==> src/rtl/echo_capture_fsm_pkg.sv <==
// rtl/echo_capture_fsm_pkg.sv - image_pkg: state encodings and constants shared by the imaging transmit/receive FSMs
package image_pkg;

   localparam logic [2:0] ST_IDLE    = 3'd0;
   localparam logic [2:0] ST_ARMED   = 3'd1;
   localparam logic [2:0] ST_BLANK   = 3'd2;
   localparam logic [2:0] ST_CAPTURE = 3'd3;
   localparam logic [2:0] ST_DRAIN   = 3'd4;
   localparam logic [2:0] ST_CLEAR   = 3'd5;

   typedef enum logic [2:0] {
      IDLE    = ST_IDLE,
      ARMED   = ST_ARMED,
      BLANK   = ST_BLANK,
      CAPTURE = ST_CAPTURE,
      DRAIN   = ST_DRAIN,
      CLEAR   = ST_CLEAR
   } state_t;

   // first byte of every line when the line header is enabled
   localparam logic [7:0] HDR_SYNC = 8'hA5;

   localparam int DEF_NUM_SAMPLES  = 64;
   localparam int DEF_BLANK_CYCLES = 16;

   // bits needed to count 0..max_count-1, never less than one
   function automatic int cnt_width(input int max_count);
      return (max_count > 1) ? $clog2(max_count) : 1;
   endfunction

endpackage

==> src/rtl/echo_capture_fsm_if.sv <==
// rtl/echo_capture_fsm_if.sv - byte stream from the echo capture line buffer to the host link
interface echo_capture_fsm_if #(
   parameter int DATA_W = 8
);
   logic [DATA_W-1:0] out_data;
   logic              out_valid;
   logic              out_ready;

   modport master (
      output out_data,
      output out_valid,
      input  out_ready
   );

   modport slave (
      input  out_data,
      input  out_valid,
      output out_ready
   );
endinterface

==> src/rtl/echo_capture_fsm_line_buf.sv <==
// rtl/echo_capture_fsm_line_buf.sv - echo_line_buf: simple dual-port line RAM, registered read, no reset
module echo_line_buf #(
   parameter int DATA_W = 8,
   parameter int ADDR_W = 6
) (
   input  logic              clk,
   input  logic              wr_en,
   input  logic [ADDR_W-1:0] wr_addr,
   input  logic [DATA_W-1:0] wr_data,
   input  logic              rd_en,
   input  logic [ADDR_W-1:0] rd_addr,
   output logic [DATA_W-1:0] rd_data
);

   logic [DATA_W-1:0] mem [2**ADDR_W];

   // write port
   always_ff @(posedge clk) begin
      if (wr_en) begin
         mem[wr_addr] <= wr_data;
      end
   end

   // read port, data one cycle after the request
   always_ff @(posedge clk) begin
      if (rd_en) begin
         rd_data <= mem[rd_addr];
      end
   end

endmodule

==> src/rtl/echo_capture_fsm.sv <==
// rtl/echo_capture_fsm.sv - echo capture and line readout FSM; define ECHO_HEADER_EN for the A5/line_idx line header
module echo_capture_fsm
   import image_pkg::*;
#(
   parameter int DATA_W       = 8,
   parameter int NUM_SAMPLES  = DEF_NUM_SAMPLES,
   parameter int ADDR_W       = 6,
   parameter int BLANK_CYCLES = DEF_BLANK_CYCLES
) (
   input  logic               clk,
   input  logic               rst,
   input  logic               transmit_in_progress,
   input  logic               afe_switch,
   input  logic [DATA_W-1:0]  adc_data,
   input  logic               adc_valid,
   echo_capture_fsm_if.master out_if,
   output logic               mem_clear,
   output logic               busy,
   output logic               overrun
);

`ifdef ECHO_HEADER_EN
   localparam int HDR_BYTES = 2;
`else
   localparam int HDR_BYTES = 0;
`endif
   localparam int LINE_LEN = NUM_SAMPLES + HDR_BYTES;
   // byte index spans the samples plus any header bytes
   localparam int IDX_W    = ADDR_W + 2;
   localparam int BLANK_W  = cnt_width(BLANK_CYCLES);

   localparam logic [ADDR_W-1:0]  WR_LAST    = ADDR_W'(NUM_SAMPLES - 1);
   localparam logic [IDX_W-1:0]   RD_LAST    = IDX_W'(LINE_LEN - 1);
   localparam logic [BLANK_W-1:0] BLANK_LAST = BLANK_W'(BLANK_CYCLES - 1);

   state_t             state_q, state_d;
   logic               tip_q, tip_qq;
   logic               rise, fall;
   logic [BLANK_W-1:0] blank_cnt;
   logic [ADDR_W-1:0]  wr_ptr;
   logic [IDX_W-1:0]   rd_ptr;
   logic [IDX_W-1:0]   fetch_idx;
   logic [ADDR_W-1:0]  rd_addr;
   logic               wr_en, hs, fetch;
   logic               need_fetch, rd_pend;
   logic [DATA_W-1:0]  ram_rd_data, byte_val;
   logic [DATA_W-1:0]  out_data_q;
   logic               out_valid_q;
   logic               overrun_q;
`ifdef ECHO_HEADER_EN
   logic [IDX_W-1:0]   pend_idx;
   logic [7:0]         line_idx;
`endif

   assign rise = tip_q & ~tip_qq;
   assign fall = ~tip_q & tip_qq;

   // register transmit_in_progress, then one more stage for edge detection
   always_ff @(posedge clk or negedge rst) begin
      if (!rst) begin
         tip_q  <= 1'b0;
         tip_qq <= 1'b0;
      end else begin
         tip_q  <= transmit_in_progress;
         tip_qq <= tip_q;
      end
   end

   // state register
   always_ff @(posedge clk or negedge rst) begin
      if (!rst) begin
         state_q <= IDLE;
      end else begin
         state_q <= state_d;
      end
   end

   // next state plus the per-cycle write, handshake and fetch strobes
   always_comb begin
      state_d   = state_q;
      wr_en     = 1'b0;
      hs        = 1'b0;
      fetch     = 1'b0;
      fetch_idx = rd_ptr;
      case (state_q)
         IDLE: begin
            if (rise) state_d = ARMED;
         end
         ARMED: begin
            if (fall) state_d = (BLANK_CYCLES == 0) ? CAPTURE : BLANK;
         end
         BLANK: begin
            if (blank_cnt == BLANK_LAST) state_d = CAPTURE;
         end
         CAPTURE: begin
            wr_en = adc_valid & ~afe_switch;
            if (wr_en && wr_ptr == WR_LAST) state_d = DRAIN;
         end
         DRAIN: begin
            hs = out_valid_q & out_if.out_ready;
            // prefetch the next byte during the handshake so only one bubble follows
            if (need_fetch) begin
               fetch = 1'b1;
            end else if (hs && rd_ptr != RD_LAST) begin
               fetch     = 1'b1;
               fetch_idx = rd_ptr + 1'b1;
            end
            if (hs && rd_ptr == RD_LAST) state_d = CLEAR;
         end
         CLEAR: begin
            // a rise landing here belongs to the next line, not an overrun
            state_d = rise ? ARMED : IDLE;
         end
         default: state_d = IDLE;
      endcase
   end

   // ring-down counter and capture write pointer
   always_ff @(posedge clk or negedge rst) begin
      if (!rst) begin
         blank_cnt <= '0;
         wr_ptr    <= '0;
      end else begin
         if (state_q == ARMED) begin
            blank_cnt <= '0;
         end else if (state_q == BLANK) begin
            blank_cnt <= blank_cnt + 1'b1;
         end
         if (wr_en) begin
            wr_ptr <= (wr_ptr == WR_LAST) ? '0 : wr_ptr + 1'b1;
         end
      end
   end

   // readout pipeline: fetch -> RAM data -> output register
   always_ff @(posedge clk or negedge rst) begin
      if (!rst) begin
         rd_ptr      <= '0;
         need_fetch  <= 1'b0;
         rd_pend     <= 1'b0;
         out_valid_q <= 1'b0;
         out_data_q  <= '0;
      end else begin
         need_fetch <= (state_q == CAPTURE && state_d == DRAIN) ? 1'b1 : (need_fetch & ~fetch);
         rd_pend    <= fetch;
         if (state_q == CLEAR) begin
            rd_ptr <= '0;
         end else if (hs) begin
            rd_ptr <= rd_ptr + 1'b1;
         end
         if (hs) begin
            out_valid_q <= 1'b0;
         end else if (rd_pend) begin
            out_valid_q <= 1'b1;
            out_data_q  <= byte_val;
         end
      end
   end

`ifdef ECHO_HEADER_EN
   // remember which line byte is in flight so header bytes bypass the RAM
   always_ff @(posedge clk or negedge rst) begin
      if (!rst) begin
         pend_idx <= '0;
      end else if (fetch) begin
         pend_idx <= fetch_idx;
      end
   end

   // line counter, advanced on every completed line
   always_ff @(posedge clk or negedge rst) begin
      if (!rst) begin
         line_idx <= 8'd0;
      end else if (state_q == CLEAR) begin
         line_idx <= line_idx + 8'd1;
      end
   end

   // select header or sample byte
   always_comb begin
      byte_val = ram_rd_data;
      if (pend_idx == '0) begin
         byte_val = DATA_W'(HDR_SYNC);
      end else if (pend_idx == IDX_W'(1)) begin
         byte_val = DATA_W'(line_idx);
      end
   end
`else
   assign byte_val = ram_rd_data;
`endif

   // transmit restarting before the line was handed back
   always_ff @(posedge clk or negedge rst) begin
      if (!rst) begin
         overrun_q <= 1'b0;
      end else if (rise && state_q != IDLE && state_q != CLEAR) begin
         overrun_q <= 1'b1;
      end
   end

   assign rd_addr = ADDR_W'(fetch_idx - IDX_W'(HDR_BYTES));

   echo_line_buf #(
      .DATA_W (DATA_W),
      .ADDR_W (ADDR_W)
   ) u_line_buf (
      .clk     (clk),
      .wr_en   (wr_en),
      .wr_addr (wr_ptr),
      .wr_data (adc_data),
      .rd_en   (fetch),
      .rd_addr (rd_addr),
      .rd_data (ram_rd_data)
   );

   assign out_if.out_data  = out_data_q;
   assign out_if.out_valid = out_valid_q;
   assign mem_clear        = (state_q == CLEAR);
   assign busy             = (state_q != IDLE);
   assign overrun          = overrun_q;

endmodule

==> src/flat_wrapper.sv <==
// flat-port wrapper written by rule: the top's interface ports become plain ports
module echo_capture_fsm_flat import image_pkg::*;
#(
   parameter int DATA_W       = 8,
   parameter int NUM_SAMPLES  = DEF_NUM_SAMPLES,
   parameter int ADDR_W       = 6,
   parameter int BLANK_CYCLES = DEF_BLANK_CYCLES
)
  (clk, rst, transmit_in_progress, afe_switch, adc_data, adc_valid, mem_clear, busy, overrun, out_if_out_data, out_if_out_valid, out_if_out_ready);
  echo_capture_fsm_if #(.DATA_W(DATA_W)) out_if_i ();
  input  logic clk;
  input  logic rst;
  input  logic transmit_in_progress;
  input  logic afe_switch;
  input  logic [DATA_W-1:0] adc_data;
  input  logic adc_valid;
  output logic mem_clear;
  output logic busy;
  output logic overrun;
  output wire logic [$bits(out_if_i.out_data)-1:0] out_if_out_data;
  output wire logic [$bits(out_if_i.out_valid)-1:0] out_if_out_valid;
  input wire logic [$bits(out_if_i.out_ready)-1:0] out_if_out_ready;
  assign out_if_out_data = out_if_i.out_data;
  assign out_if_out_valid = out_if_i.out_valid;
  assign out_if_i.out_ready = out_if_out_ready;
  echo_capture_fsm #(.DATA_W(DATA_W), .NUM_SAMPLES(NUM_SAMPLES), .ADDR_W(ADDR_W), .BLANK_CYCLES(BLANK_CYCLES)) u_core (.clk(clk), .rst(rst), .transmit_in_progress(transmit_in_progress), .afe_switch(afe_switch), .adc_data(adc_data), .adc_valid(adc_valid), .out_if(out_if_i), .mem_clear(mem_clear), .busy(busy), .overrun(overrun));
endmodule
==> config.mk <==
export PLATFORM = sky130hd
export DESIGN_NAME = echo_capture_fsm_flat
export DESIGN_NICKNAME = d
export VERILOG_FILES = /design/src/rtl/echo_capture_fsm_pkg.sv /design/src/rtl/echo_capture_fsm_if.sv /design/src/rtl/echo_capture_fsm_line_buf.sv /design/src/rtl/echo_capture_fsm.sv /design/src/flat_wrapper.sv
export SDC_FILE = /design/constraint.sdc
export NUM_CORES = 1
export LEC_CHECK = 0
export ABC_AREA = 0
export ABC_CLOCK_PERIOD_IN_PS = 8900
export CAP_MARGIN = 20
export CELL_PAD_IN_SITES_DETAIL_PLACEMENT = 0
export CELL_PAD_IN_SITES_GLOBAL_PLACEMENT = 1
export CORE_MARGIN = 4
export CORE_UTILIZATION = 58
export CTS_BUF_LIST = sky130_fd_sc_hd__clkbuf_16
export DETAILED_ROUTE_END_ITERATION = 10
export DONT_BUFFER_PORTS = 1
export GPL_ROUTABILITY_DRIVEN = 0
export PLACE_DENSITY_LB_ADDON = 0.05
export SLEW_MARGIN = 25
export SYNTH_ARGS = -nofsm -noshare
export SYNTH_HDL_FRONTEND = slang
export SYNTH_SLANG_ARGS = --single-unit
==> constraint.sdc <==
create_clock -name clk -period 8.9 [get_ports clk]
set_input_delay 1.78 -clock clk [delete_from_list [all_inputs] [get_ports clk]]
set_output_delay 1.78 -clock clk [all_outputs]
set_load 0.02 [all_outputs]
Word level (Yosys, flattened, before mapping)
Memory sizes are Yosys's and may differ from the RTL's. A register that Yosys moved wholly into a read port is not among the register bits.
Cells that the tools add are included.
{ "totals": {"ff_bits": 35, "latch_bits": 0, "ram_bits": 512, "rom_bits": 0, "output_inout_bits": 12, "elab_cells": 73, "memories": 1} }
{ "mem_list": {"columns": ["name", "depth", "word_bits", "read_ports", "rd_ports_with_merged_regs", "wr", "line_no", "source"], "rows": [
  ["u_core.u_line_buf.mem", 64, 8, 1, 1, 1, "echo_capture_fsm_line_buf.sv:15", "logic [DATA_W-1:0] mem [2**ADDR_W];"]
]} }
{ "op_classes": {"addsub": 3, "n_mul": 0, "div_mod_pow": 0, "order_cmp": 0, "eq_ne": 11, "n_shift": 0, "mux": 25, "n_bitwise": 10, "n_reduce_logical": 12} }
{ "ops": {"columns": ["op", "n"], "rows": [
  ["6-bit 2-to-1 mux", 4],
  ["3-bit one-hot mux with 6 select lines", 1],
  ["8-bit 2-to-1 mux", 2],
  ["3-bit 2-to-1 mux", 5],
  ["1-bit 2-to-1 mux", 11],
  ["3-bit equality test, second input constant", 3],
  ["8-bit by 1-bit adder with 8-bit output, second input constant", 1],
  ["8-bit by 6-bit equality test with 1-bit output, second input constant", 1],
  ["4-bit 2-to-1 mux", 2],
  ["8-bit by 6-bit inequality test with 1-bit output, second input constant", 1],
  ["6-bit by 1-bit adder with 6-bit output, second input constant", 1],
  ["3-bit by 2-bit equality test with 1-bit output, second input constant", 2],
  ["6-bit equality test, second input constant", 1],
  ["1-bit logical AND", 6],
  ["2-bit nonzero test", 3],
  ["1-bit bitwise AND", 5],
  ["1-bit inverter", 5],
  ["4-bit by 1-bit adder with 4-bit output, second input constant", 1],
  ["4-bit equality test, second input constant", 1],
  ["3-bit by 1-bit equality test with 1-bit output, second input constant", 1],
  ["3-bit logical NOT", 1],
  ["3-bit inequality test, second input constant", 1],
  ["3-bit nonzero test", 1],
  ["2-bit AND reduction", 1]
]} }

Depth between registers and ports, before layout
{ "depth": {"depth_word": 8, "ltp_mapped": 12, "depth_no_buf": 8} }

By module
Synthesis repeated with hierarchy kept, for this count alone.
{ "unflattened": {"hier_cells": 1112, "area_unflattened_um2": 22014.9} }
{ "modules_own_cells": {"columns": ["mod", "instances", "cells_each", "area_per_inst_um2", "seq_area_each_um2"], "rows": [
  ["echo_line_buf", 1, 940, 20246.9, 15615.0],
  ["echo_capture_fsm", 1, 172, 1767.9, 875.8]
]} }

Worst setup path before layout
OpenSTA, ideal clock, no wires.
{ "synth_timing": {"path_type": "input -> register", "startpoint": "input out_if_out_ready", "endpoint": "register u_core.u_line_buf.rd_data[0], read port of u_core.u_line_buf.mem (data pin)", "setup_time_ns": 0.275, "arrival_time_ns": 3.645, "required_time_ns": 8.625, "slack_ns": 4.979, "cell_stages": 10, "path_buffers": 4, "path_cell_list": "and3b_1 -> clkbuf_1 -> o2111ai_1 -> clkbuf_1 -> buf_2 -> buf_1 -> o211ai_1 -> o21ai_0 -> o41ai_1 -> nand4_1"} }
{ "synth_via": {"elab_chain_cells": 5, "elab_cells_between_ends": 8, "classes_between": "mux: 6; bitwise: 1; reduce/logical: 1"} }
{ "synth_rtl": {"columns": ["item", "line_no", "source"], "rows": [
  ["from (decl)", "flat_wrapper.sv:22", "input wire logic [$bits(out_if_i.out_ready)-1:0] out_if_out_ready;"],
  ["1-bit bitwise AND (*)", "echo_capture_fsm.sv:100", "hs = out_valid_q & out_if.out_ready;"],
  ["1-bit logical AND (*)", "echo_capture_fsm.sv:104", "end else if (hs && rd_ptr != RD_LAST) begin"],
  ["6-bit 2-to-1 mux / 1-bit 2-to-1 mux (equally long branches)", "echo_capture_fsm.sv:104", null],
  ["6-bit 2-to-1 mux / 1-bit 2-to-1 mux (equally long branches)", "echo_capture_fsm.sv:102", "if (need_fetch) begin"],
  ["6-bit 2-to-1 mux / 1-bit 2-to-1 mux (equally long branches)", "echo_capture_fsm.sv:85", "case (state_q)"],
  ["to (decl)", "echo_capture_fsm_line_buf.sv:12", "output logic [DATA_W-1:0] rd_data"]
]} }
Mark *: on every way between the ends. The rest lies on a longest branch, timed or not.
A chain may end at the register's enable or synchronous reset.

Worst setup path in the final report
{ "layout_timing": {"startpoint": "register u_core.rd_ptr[1]", "endpoint": "register u_core.u_line_buf.rd_data[2], read port of u_core.u_line_buf.mem (data pin)"} }
{ "layout_via": {"elab_chain_cells": 5, "elab_cells_between_ends": 9, "classes_between": "add/sub: 1; eq/ne: 1; mux: 6; reduce/logical: 1"} }
{ "layout_rtl": {"columns": ["item", "line_no", "source"], "rows": [
  ["from (decl)", "echo_capture_fsm.sv:41", "logic [IDX_W-1:0] rd_ptr;"],
  ["from (signal assigned)", "echo_capture_fsm.sv:149", "rd_ptr <= rd_ptr + 1'b1;"],
  ["parallel branches: the longest is 5 deep, another holds 8-bit by 1-bit adder with 8-bit output", null, null]
]} }
Parallel ways; which one is timed is not known.

==> results.sh <==
export IMPL_antenna_left=0
export IMPL_start_util=0.590
export IMPL_dp_hpwl_um=43700
export IMPL_grt_util_all_layers=0.294
export IMPL_dieArea_um2=48800
export IMPL_yosysTopAreaCellShare=0.594
export IMPL_synth_area_per_cell_um2=13.6
export IMPL_drtIter0Drc=2183
export IMPL_finalNetCount=1883
export IMPL_p_leak_nw=8.65
export IMPL_placed_area_um2=26800
export IMPL_n_antenna_cell=0
export IMPL_cts_tree="yes"
export IMPL_layout_drive_gt1_share=0.165
export IMPL_pwr_share_seq=0.554
export IMPL_core_um2=44500
export IMPL_relSlewSlack=0.236
export IMPL_design_area_um2=28500
export IMPL_synth_common_cells="edfxtp_1 (520), mux2_2 (170), nor2_1 (160), mux2i_1 (120), clkbuf_1 (118)"
export IMPL_cp_slowest_stage_delay_ns=0.95
export IMPL_reg2reg_from="u_core.rd_ptr[1]$_DFFE_PN0P_"
export IMPL_synthCells=1936
export IMPL_fill_cells=3293
export IMPL_ctsResizeCount=0
export IMPL_intPower_mw=4.16
export IMPL_powerDensity_nw_per_um2=185
export IMPL_port_buffers=0
export IMPL_hold_depth=0
export IMPL_cts_root_buf="clkbuf_16"
export IMPL_finalCriticalPeriod_ns=5.30
export IMPL_critPathSlowestCell="o41ai_1"
export IMPL_yosys_top_cells_area="edfxtp_1 (59%), mux2_2 (7.3%), mux2i_1 (4.6%)"
export IMPL_antenna_found_initial=2
export IMPL_ys_flop_type="edfxtp_1"
export IMPL_cts_buffers=56
export IMPL_avgViaCountPerCell=7.22
export IMPL_swShare=0.211
export IMPL_p_total_mw=5.27
export IMPL_htreeDepth=2
export IMPL_cap_viol_max_count=0
export IMPL_timing_rr_end="u_core.u_line_buf.rd_data[2]$_DFFE_PP_"
export IMPL_path_buf_inv=1
export IMPL_wl_per_cell_um=29.7
export IMPL_endpoint_kind="flip-flop"
export IMPL_cp_start_kind="flip-flop"
export IMPL_tightest_slew_ns=1.13
export IMPL_peakVddDrop_v=0.000166
export IMPL_ys_types=65
export IMPL_synth_edf_count=520
export IMPL_clock_latency_ns=0.62
export IMPL_syn_nets=1953
export IMPL_synthArstFlopShare=0.0631
export IMPL_p_clk_frac=0.423
export IMPL_yosysMostFrequentCell="edfxtp_1"
export IMPL_cts_hold_buf=0
export IMPL_timing_final_max_slew_violations=0
export IMPL_area_growth_syn_to_layout_pct=8.54
export IMPL_drt_drc_violations_left=0
export IMPL_min_from="u_core.tip_q$_DFF_PN0_"
export IMPL_post_cts_buffers=0
export IMPL_grt_pass1_wl_um=110000
export IMPL_grt_max_degree=170
export IMPL_fmax_ghz=0.189
export IMPL_status="completed"
export IMPL_path_cells="ha_1, nand3_1, o211ai_1, buf_4, nand2_4, o221ai_1, o32ai_1, o41ai_1, nand4_1"
export IMPL_crit_type="flip-flop to flip-flop"
export IMPL_yosysSeqAreaShare=0.628
export IMPL_dieHeight_um=221
export IMPL_fp_dieW_um=221
export IMPL_fin_setup_tns_ns=0
export IMPL_wirelength_um=74200
export IMPL_critPathMaxFanout=61
export IMPL_required_ns=9.22
export IMPL_fin_skew_ns=0.0170
export IMPL_num_rows=77
export IMPL_yosysWarningCount=0
export IMPL_vias=18000
export IMPL_switchingPower_mw=1.11
export IMPL_hold_violations=0
export IMPL_hold_class="flip-flop to flip-flop"
export IMPL_first_pass_iters=6
export IMPL_synth_ff_latch_count=555
export IMPL_reg2reg_slack_ns=3.60
export IMPL_cts_sinks=555
export IMPL_overflow=0
export IMPL_reg2reg_depth=9
export IMPL_worstHoldEndpoint="u_core.tip_qq$_DFF_PN0_"
export IMPL_setup_violations=0
export IMPL_comb_power_share=0.024
export IMPL_grt_pass1_vias=17100
export IMPL_ios=26
export IMPL_yosys_area_top_type="edfxtp_1"
export IMPL_synth_area_um2=26300
export IMPL_cp_top_family="compound AO/OA/AOI/OAI gates"
export IMPL_period_share=0.596
export IMPL_cts_buffer_depth=3
export IMPL_cts_reportedPaths_clkPinSlew_ns=0.06
export IMPL_grt_setup_unrepaired="no"
export IMPL_crit_arrival_ns=5.62
## placed cells by master, fill, tap and decap left out, types with 9 or more instances in the layout
| master | count |
|---|---|
| nand4_1 | 12 |
| o22a_1 | 38 |
| clkbuf_16 | 57 |
| o311ai_0 | 9 |
| nor3_1 | 29 |
| inv_1 | 17 |
| o32a_1 | 15 |
| nor2b_1 | 19 |
| mux2_2 | 170 |
| o32ai_1 | 47 |
| a21oi_1 | 18 |
| mux2i_1 | 120 |
| clkinv_2 | 9 |
| nand2_1 | 45 |
| edfxtp_1 | 520 |
| o41ai_1 | 21 |
| buf_4 | 28 |
| nand3_1 | 15 |
| clkinv_1 | 22 |
| o21ai_0 | 104 |
| dfrtp_1 | 33 |
| nor2_1 | 160 |
| o211ai_1 | 48 |
| nor4_1 | 12 |
| o41ai_2 | 10 |
| or2_2 | 9 |
| o221ai_1 | 54 |
| a2bb2oi_1 | 62 |
| o22ai_1 | 97 |
## state kept, by name (all words and copies together) (netlist names)
signal	count
u_core.out_if.out_valid	1
u_core.tip_qq	1
u_core.overrun	1
u_core.u_line_buf.rd_data	8
u_core.out_if.out_data	8
u_core.rd_ptr	8
u_core.blank_cnt	4
u_core.tip_q	1
u_core.state_q	3
u_core.need_fetch	1
u_core.wr_ptr	6
u_core.rd_pend	1
u_core.u_line_buf.mem	512
## cell families (layout without fill, tap and decap cells)
family | count (synthesis) | after routing | share of synthesized area
fa+ha+maj | 3 | 3 | 0.00143
simple gates | 329 | 329 | 0.0583
xor+xnor | 7 | 7 | 0.00233
flops | 555 | 555 | 0.628
buf+inv | 173 | 145 | 0.0261
mux | 294 | 294 | 0.122
compound gates | 575 | 575 | 0.162
## worst max path at each step
stage          slack (ns)                                     end                          from  cells after the start
2_1_floorplan        4.98  u_core.u_line_buf.rd_data[0]$_DFFE_PP_              out_if_out_ready                     10
3_3_place_gp         2.88  u_core.u_line_buf.rd_data[2]$_DFFE_PP_              out_if_out_ready                      9
3_5_place_dp         3.38  u_core.u_line_buf.rd_data[1]$_DFFE_PP_              out_if_out_ready                      9
4_1_cts              3.75  u_core.u_line_buf.rd_data[6]$_DFFE_PP_  u_core.rd_ptr[1]$_DFFE_PN0P_                     10
5_1_grt              3.40  u_core.u_line_buf.rd_data[0]$_DFFE_PP_  u_core.rd_ptr[1]$_DFFE_PN0P_                      9
6_report             3.60  u_core.u_line_buf.rd_data[2]$_DFFE_PP_  u_core.rd_ptr[1]$_DFFE_PN0P_                      9
## power by group through the flow
| stage | Sequential (mW) | Clock (mW) | Combinational (mW) |
|---|---|---|---|
| global placement | 2.97 | 0 | 0.118 |
| floorplan | 2.95 | 0 | 0.109 |
| global route | 2.92 | 2.36 | 0.138 |
| detailed placement | 2.97 | 0 | 0.123 |
| CTS | 2.91 | 2.24 | 0.124 |
| finish | 2.92 | 2.23 | 0.125 |
## layout make-up
type / count / area, um^2 / area share
repair buffers: 35 / 293 / 0.0103
inverters: 10 / 37.5 / 0.00132
clock buffers: 57 / 1430 / 0.0500
clock inverters: 43 / 272 / 0.00952
multi-input cells: 1208 / 9250 / 0.324
well taps: 592 / 741 / 0.0260
flip-flops and latches: 555 / 16500 / 0.579
## metal layers
metal  track usage  routed length, um  part of all wire  up-vias
li1              -                  -                 -     7772
met1         0.427              31000              0.42     9176
met2         0.457              34000              0.46      942
met3        0.0567               6970             0.094      151
met4        0.0874               2220             0.030        4
met5             0                 22           0.00030        -
## per-stage QoR
stage          worst slack (ns)  utilization  hold WS (ns)  std cells
2_1_floorplan              4.98            -         0.429       1936
3_3_place_gp               2.88        0.601         0.449       2396
3_5_place_dp               3.38        0.602         0.465       2399
4_1_cts                    3.75        0.641         0.477       2499
5_1_grt                    3.40        0.641         0.516       2500
6_report                   3.60        0.641         0.487       2500
Note: power is estimated with default switching activity, not from simulation.
